===== config.mk =====
export PLATFORM = sky130hd
export DESIGN_NAME = exception_sequencer
export DESIGN_NICKNAME = d
export VERILOG_FILES = /design/src/rtl/exc_pkg.sv /design/src/rtl/exc_priority_enc.sv /design/src/rtl/exception_sequencer.sv
export SDC_FILE = /design/constraint.sdc
export NUM_CORES = 1
export LEC_CHECK = 0
export ABC_AREA = 1
export CAP_MARGIN = 10
export CORE_UTILIZATION = 36
export CTS_CLUSTER_DIAMETER = 200
export DETAILED_ROUTE_END_ITERATION = 8
export PLACE_DENSITY = 0.83
export SLEW_MARGIN = 30
export SYNTH_ARGS = -nofsm -noshare
export SYNTH_HDL_FRONTEND = slang
export SYNTH_SLANG_ARGS = --single-unit

===== constraint.sdc =====
create_clock -name clk -period 1.46 [get_ports clk]
set_input_delay 0.292 -clock clk [delete_from_list [all_inputs] [get_ports clk]]
set_output_delay 0.292 -clock clk [all_outputs]
set_load 0.01 [all_outputs]

===== src/rtl/exc_pkg.sv =====
// rtl/exc_pkg.sv - shared exception state, address-mux select and cause codes
package exc_pkg;

  typedef enum logic [1:0] {
    IDLE = 2'd0,
    ADDR = 2'd1,
    WAIT = 2'd2,
    LOAD = 2'd3
  } state_e;

  // Address-mux select codes, shared with the mux and the control unit.
  localparam logic [2:0] SEL_INSTR   = 3'b000;
  localparam logic [2:0] SEL_EXC_OPC = 3'b011;
  localparam logic [2:0] SEL_EXC_OVF = 3'b100;
  localparam logic [2:0] SEL_EXC_DIV = 3'b101;

  localparam logic [1:0] CAUSE_NONE = 2'b00;
  localparam logic [1:0] CAUSE_OPC  = 2'b01;
  localparam logic [1:0] CAUSE_OVF  = 2'b10;
  localparam logic [1:0] CAUSE_DIV  = 2'b11;

endpackage


===== src/rtl/exc_priority_enc.sv =====
// rtl/exc_priority_enc.sv - fixed-priority encoder from exception events to cause and vector select
module exc_priority_enc
  import exc_pkg::*;
(
  input  logic       exc_opcode,
  input  logic       exc_ovf,
  input  logic       exc_div0,
  output logic       req_valid,
  output logic [1:0] req_cause,
  output logic [2:0] req_sel
);

  always_comb begin
    req_valid = 1'b1;
    req_cause = CAUSE_NONE;
    req_sel   = SEL_INSTR;
    if (exc_opcode) begin
      req_cause = CAUSE_OPC;
      req_sel   = SEL_EXC_OPC;
    end else if (exc_ovf) begin
      req_cause = CAUSE_OVF;
      req_sel   = SEL_EXC_OVF;
    end else if (exc_div0) begin
      req_cause = CAUSE_DIV;
      req_sel   = SEL_EXC_DIV;
    end else begin
      req_valid = 1'b0;
    end
  end

endmodule


===== src/rtl/exception_sequencer.sv =====
// rtl/exception_sequencer.sv - multicycle exception handler: save EPC, fetch vector byte, load PC
module exception_sequencer
  import exc_pkg::*;
#(
  parameter int          MEM_LATENCY = 2,
  parameter logic [31:0] PC_OFFSET   = 32'd4
) (
  input  logic        clk,
  input  logic        reset,
  input  logic        exc_opcode,
  input  logic        exc_ovf,
  input  logic        exc_div0,
  input  logic [31:0] pc_in,
  input  logic [31:0] mem_rdata,
  output logic        mux_own,
  output logic [2:0]  mem_sel,
  output logic        mem_rd,
  output logic        epc_we,
  output logic [31:0] epc_out,
  output logic        pc_we,
  output logic [31:0] pc_out,
  output logic [1:0]  cause
);

  localparam int              CNT_W    = $clog2(MEM_LATENCY + 1);
  localparam logic [CNT_W-1:0] CNT_LOAD = CNT_W'(MEM_LATENCY - 1);
  localparam logic [CNT_W-1:0] CNT_LAST = CNT_W'(1);

  state_e           state_q, state_d;
  logic [CNT_W-1:0] cnt_q, cnt_d;
  logic [2:0]       sel_q, sel_d;
  logic [1:0]       cause_q, cause_d;
  logic [31:0]      epc_q, epc_d;

  logic       req_valid;
  logic [1:0] req_cause;
  logic [2:0] req_sel;
  logic       busy;

  exc_priority_enc u_prio (
    .exc_opcode (exc_opcode),
    .exc_ovf    (exc_ovf),
    .exc_div0   (exc_div0),
    .req_valid  (req_valid),
    .req_cause  (req_cause),
    .req_sel    (req_sel)
  );

  always_ff @(posedge clk) begin
    if (!reset) begin
      state_q <= IDLE;
      cnt_q   <= '0;
      sel_q   <= SEL_INSTR;
      cause_q <= CAUSE_NONE;
      epc_q   <= '0;
    end else begin
      state_q <= state_d;
      cnt_q   <= cnt_d;
      sel_q   <= sel_d;
      cause_q <= cause_d;
      epc_q   <= epc_d;
    end
  end

  // Events are only sampled in IDLE; anything arriving while busy is dropped.
  always_comb begin
    state_d = state_q;
    cnt_d   = cnt_q;
    sel_d   = sel_q;
    cause_d = cause_q;
    epc_d   = epc_q;
    case (state_q)
      IDLE: begin
        if (req_valid) begin
          state_d = ADDR;
          sel_d   = req_sel;
          cause_d = req_cause;
          epc_d   = pc_in - PC_OFFSET;
        end
      end
      ADDR: begin
        cnt_d   = CNT_LOAD;
        state_d = (MEM_LATENCY > 1) ? WAIT : LOAD;
      end
      WAIT: begin
        cnt_d = cnt_q - 1'b1;
        if (cnt_q == CNT_LAST) begin
          state_d = LOAD;
        end
      end
      LOAD: begin
        state_d = IDLE;
      end
      default: begin
        state_d = IDLE;
      end
    endcase
  end

  // Outputs decode straight from the state so a reset edge clears them immediately.
  always_comb begin
    busy    = (state_q != IDLE);
    mux_own = busy;
    mem_rd  = busy;
    mem_sel = busy ? sel_q : SEL_INSTR;
    epc_we  = (state_q == ADDR);
    pc_we   = (state_q == LOAD);
    pc_out  = pc_we ? (mem_rdata & 32'h0000_00FF) : 32'h0;
    epc_out = epc_q;
    cause   = cause_q;
  end

endmodule


==> results of run 1 <==
-- critical path, delay by kind of cell, from the launching register on --
family	cells	cell delay (ps)
fa+ha+maj	1	150
buf+inv	4	410
simple gates	1	90
flops	1	370
-- logic make-up (layout without fill, tap and decap cells) --
kind of cell,Yosys count,after routing,share of synthesized area [%]
AND/OR/NAND/NOR,228,228,36.0
AO/OA/AOI/OAI,53,53,10.4
XOR/XNOR,7,7,2.23
flip-flops,39,39,28.4
buffers and inverters,117,246,20.2
other,1,24,0.136
adder cells (fa/ha/maj),6,6,2.73
-- where the power goes --
| group | switching [uW] | internal (uW) |
|---|---|---|
| logic | 1970 | 2080 |
| registers | 268 | 1490 |
| clock network | 409 | 554 |
| total | 2640 | 4120 |
-- metrics by stage --
step | worst slack [ps] | total power (uW) | instances | instance area, um^2
6_report | -154 | 6760 | 702 | 4730
2_1_floorplan | 58.5 | 3200 | 474 | 2840
4_1_cts | -122 | 5920 | 696 | 4330
3_3_place_gp | -476 | 4610 | 679 | 4060
5_1_grt | -204 | 7170 | 702 | 4730
3_5_place_dp | -409 | 4690 | 679 | 4060
-- final cells by class --
class                      count  area [um^2]  share of cell area [%]
tap                           99          124                    2.62
timing repair buffer         159         1610                    34.0
inverter                      79          317                    6.69
multi-input combinational    318         1770                    37.5
sequential                    39          790                    16.7
clock buffer                   6         82.6                    1.75
clock inverter                 2         35.0                   0.741
-- path summary, 6_finish.rpt --
| kind | start | end | slack [ps] | cells past startpoint |
|---|---|---|---|---|
| worst max-delay path | state_q[1] | mem_sel[0] | -150 | 6 |
| worst min-delay path | pc_in[13] | epc_out[13] | 460 | 4 |
| worst max register to register | state_q[1] | epc_out[18] | -80 | 10 |
| worst min register to register | epc_out[0] | epc_out[0] | 490 | 2 |
-- timing repair --
item,in CTS,in global routing
setup endpoints to repair,79,50
resized for setup,143,97
buffers inserted,7,2
gates cloned,2,4
pin swaps,11,9
-- metal layers --
metal	part of all wire (%)	routed length (um)	GRT usage [%]
met5	0	0	0
met3	4.7	458	3.42
met4	2.6	255	7.50
met1	41	4000	26.5
met2	52	5050	40.9
-- placed cells by master, fill, tap and decap left out, types with 13 or more instances in the layout --
cell type	n
a21oi_1	13
buf_4	48
buf_6	18
clkdlybuf4s50_1	28
conb_1	24
dfxtp_1	36
dlygate4sd2_1	40
inv_1	65
nand2_1	72
nand3_1	27
nor2_1	58
nor2_2	31
o21ai_1	19
-- flip-flops by register name, summed over array words and instances (netlist names) --
name and cells:
cnt_q 2, epc_out 32, sel_q 3, state_q 2
==> results.yml, run 1 <==
run_status:
  status: "finished with violations"
  violations: "setup timing"
grt:
  grt_usage_pct: 22.3
  grt_start_max_net_pins: 22
  grt_first_pass_wirelength_um: 13600
  grt.overflow.total: 0
  grt_antenna_before_repair: 0
  grt_pass1_vias: 2995
clocking:
  clkSinkCount: 39
  cts_tree: "yes"
  cts_buffer_depth: 2
  cts_made_buffers: 5
  cts-htree-levels: 2
  insertion_delay_ps: 300
  ctsHoldBuffers: 0
  clock-root-buffer: "clkbuf_8"
  clk_pin_slew_worst_paths_ps: 80
sta:
  grt_setup_unrepaired: "yes"
  fmax_ghz: 0.620
  finalClockSkew_ps: 3.01
  period_minus_slack_ps: 1610
  setup_slack_ps: -154
  whs_ps: 463
  finalCritPeriodShare_pct: 111
  hold_viol: 0
  setup_tns_ps: -924
  drv_slew: 0
  setup_violations: 21
routing:
  drt_wl_total_um: 9770
  vias_per_cell: 4.76
  drt_iter0_markers: 223
  ant_nets: 0
  vias: 3345
  drc: 0
  firstDrtPassIters: 4
  wl_per_cell_um: 13.9
synthesis:
  synthTopCellsByArea: "dfxtp_1 28%, nor2_1 12%, nand2_1 11%"
  ys_async_sr_fraction_pct: 0
  yosys.area.top_type: "dfxtp_1"
  synthFlopType: "dfxtp_1"
  synth_commonest_cells: "89 x nor2_1, 84 x nand2_1, 74 x inv_1"
  synth_area_um2: 2750
  synth_top_area_share_pct: 28.4
  synth-edff-count: 0
  synthDistinctLibCells: 31
  yosysSeqAreaShare_pct: 28.4
  netlist_instances: 451
  synth_seq_cells: 39
  post_synth.cell_area_avg_um2: 6.10
  synth_warnings: 0
  synth_most_common_cell: "nor2_1"
setup_path:
  crit_top_cell: "buf_6"
  critPathKind: "reg -> out"
  critical-path-max-stage-delay_ps: 370
  path_max_fanout: 5
  cp-end-kind: "output port"
  cp.arrival_ps: 1320
  startpoint_type: "register"
  required_ps: 1170
  path_cells: "buf_6 > inv_4 > ha_4 > buf_6 > nor2_2 > buf_2"
  crit_slowest_cell: "dfxtp_4"
die:
  rows: 31
  ios: 142
  fp.dieH_um: 89.4
  die_w_um: 89.4
  die_area_um2: 8000
  coreArea_um2: 7330
  start_util_pct: 37.5
placement:
  hpwl_um: 6520
  portBuffers: 93
  place_congestion: 0.877
power:
  p_leak_uw: 0.00256
  power_density_nw_per_um2: 1430
  peakVddDrop_mv: 0.702
layout:
  finish.utilization_pct: 64.5
  n_antenna_cell: 0
  area_growth_pct: 71.8
  drive_gt1_share_pct: 29.7
  fillCellCount: 644
  nets: 677
job:
  maxCapViolations: 0
hold_path:
  min_path_type: "in -> reg"
Note: power is estimated with default switching activity, not from simulation.
==> run 2: changes to the inputs <==
--- a/config.mk
+++ b/config.mk
@@ -7,6 +7,7 @@
 export LEC_CHECK = 0
 export ABC_AREA = 1
 export CAP_MARGIN = 10
+export CORE_MARGIN = 8
 export CORE_UTILIZATION = 36
 export CTS_CLUSTER_DIAMETER = 200
 export DETAILED_ROUTE_END_ITERATION = 8
==> run 2 against run 1 <==
- core utilization shrank 5.3 points
- clock skew rose by 2.7 ps
- highest routed layer unchanged
- largest cell class unchanged
- sequential power barely moved
- largest power group unchanged
- critical path depth decreased by 1
- the run still ends with setup timing left
- sequential share of layout area is 0.90 points higher
- clock power hardly changed
- maximum frequency is 9.2% higher
- via count down 4.5%
- combinational power is 22% lower
- worst hold slack got worse by 110 ps
==> results.yml, run 2 (same netlist as run 1, synthesis figures left out) <==
run_status:
  status: "finished with violations"
  violations: "setup timing"
die:
  fp.dieH_um: 103
  die_w_um: 103
  ios: 142
  die_area_um2: 10700
  start_util_pct: 36.4
  coreArea_um2: 7570
  rows: 32
clocking:
  insertion_delay_ps: 300
  cts_made_buffers: 5
  clk_pin_slew_worst_paths_ps: 80
  cts_tree: "yes"
  clock-root-buffer: "clkbuf_8"
  clkSinkCount: 39
  cts_buffer_depth: 2
  cts-htree-levels: 2
setup_path:
  critPathKind: "reg -> out"
  required_ps: 1170
  r2r_cells: 9
  cp.arrival_ps: 1190
  startpoint_type: "register"
  cp-end-kind: "output port"
  path_max_fanout: 3
hold_path:
  hold_path_depth: 3
  min_path_type: "in -> reg"
power:
  p_leak_uw: 0.00256
  peakVddDrop_mv: 0.556
  power_density_nw_per_um2: 1310
routing:
  ant_nets: 0
  drt_iter0_markers: 136
  drc: 0
  vias: 3195
  vias_per_cell: 4.54
  drt_wl_total_um: 9630
  firstDrtPassIters: 5
  wl_per_cell_um: 13.7
sta:
  fmax_ghz: 0.677
  grt_setup_unrepaired: "yes"
  period_minus_slack_ps: 1480
  whs_ps: 353
  setup_violations: 4
  hold_viol: 0
  finalClockSkew_ps: 5.69
  drv_slew: 0
  setup_slack_ps: -17.2
  finalCritPeriodShare_pct: 101
layout:
  area_growth_pct: 62.8
  layout_common_cells: "73 x nand2_1, 65 x inv_1, 64 x nor2_1"
  layout_commonest_cell: "nand2_1"
  fillCellCount: 711
  largest_reg_flops: 32
  nets: 675
  n_antenna_cell: 0
  drive_gt1_share_pct: 27.5
placement:
  place_congestion: 0.896
  portBuffers: 93
  hpwl_um: 7420
  post-place-ws_ps: -418
grt:
  grt.overflow.total: 0
  grt_first_pass_wirelength_um: 14600
  grt_pass1_vias: 3102
  grt_usage_pct: 17.5
  grt_start_max_net_pins: 22
  grt_antenna_before_repair: 0
job:
  maxCapViolations: 0
## run 2: cell count changes in the layout (fill, tap and decap cells not counted), sizes merged
cell	before	now
dlygate4sd2	40	44
buf	75	76
clkdlybuf4s50	28	19
dlymetal6s2s	11	15
clkbuf	11	9
## run 2: area by class of cell
class | count | area, um^2 | area share [%]
Inverter | 79 | 307 | 6.84
Clock buffer | 6 | 82.6 | 1.84
Multi-Input combinational cell | 318 | 1700 | 37.9
Tap cell | 102 | 128 | 2.85
Sequential cell | 39 | 788 | 17.6
Clock inverter | 2 | 35.0 | 0.782
Timing Repair Buffer | 157 | 1440 | 32.2
## run 2: worst paths after layout
kind	start	end	slack, ps
max	state_q[0]	pc_out[3]	-20
min	pc_in[2]	epc_out[2]	350
max reg2reg	state_q[1]	epc_out[26]	70
min reg2reg	sel_q[0]	sel_q[0]	480
## run 2: power breakdown
part           internal, uW  switching [uW]
Clock                   554             408
Combinational          1550            1620
Sequential             1480             233
## run 2: critical path: stages (launching register included)
cell and delay [ps]:
dfxtp_4 370, ha_4 180, buf_6 130, nand2_2 50, inv_1 30, buf_2 130
## run 2: per-layer routing
metal	GRT usage, %	part of all wire (%)	vias to the layer above
met4	5.67	2.2	0
met1	20.1	40	1458
li1	-	-	1622
met5	0	0	-
met2	31.3	51	99
met3	3.95	6.3	16
## run 2: per-stage QoR
stage / power [uW] / setup TNS (ps) / cells / cell area, um^2 / util (%)
floorplan: 3200 / 0 / 474 / 2840 / -
global placement: 4790 / -11920 / 686 / 4090 / 54.0
detailed placement: 4860 / -12840 / 686 / 4090 / 54.0
CTS: 5640 / -1470 / 700 / 4270 / 56.5
global route: 6310 / -463 / 703 / 4480 / 59.2
finish: 5850 / -22.5 / 703 / 4480 / 59.2
## run 2: what timing repair did
item,4_1_cts,5_1_grt
gates cloned,0,1
setup endpoints to repair,79,41
hold buffers,0,0
pin swaps,12,10
gates resized for setup,98,105
buffers inserted,6,2
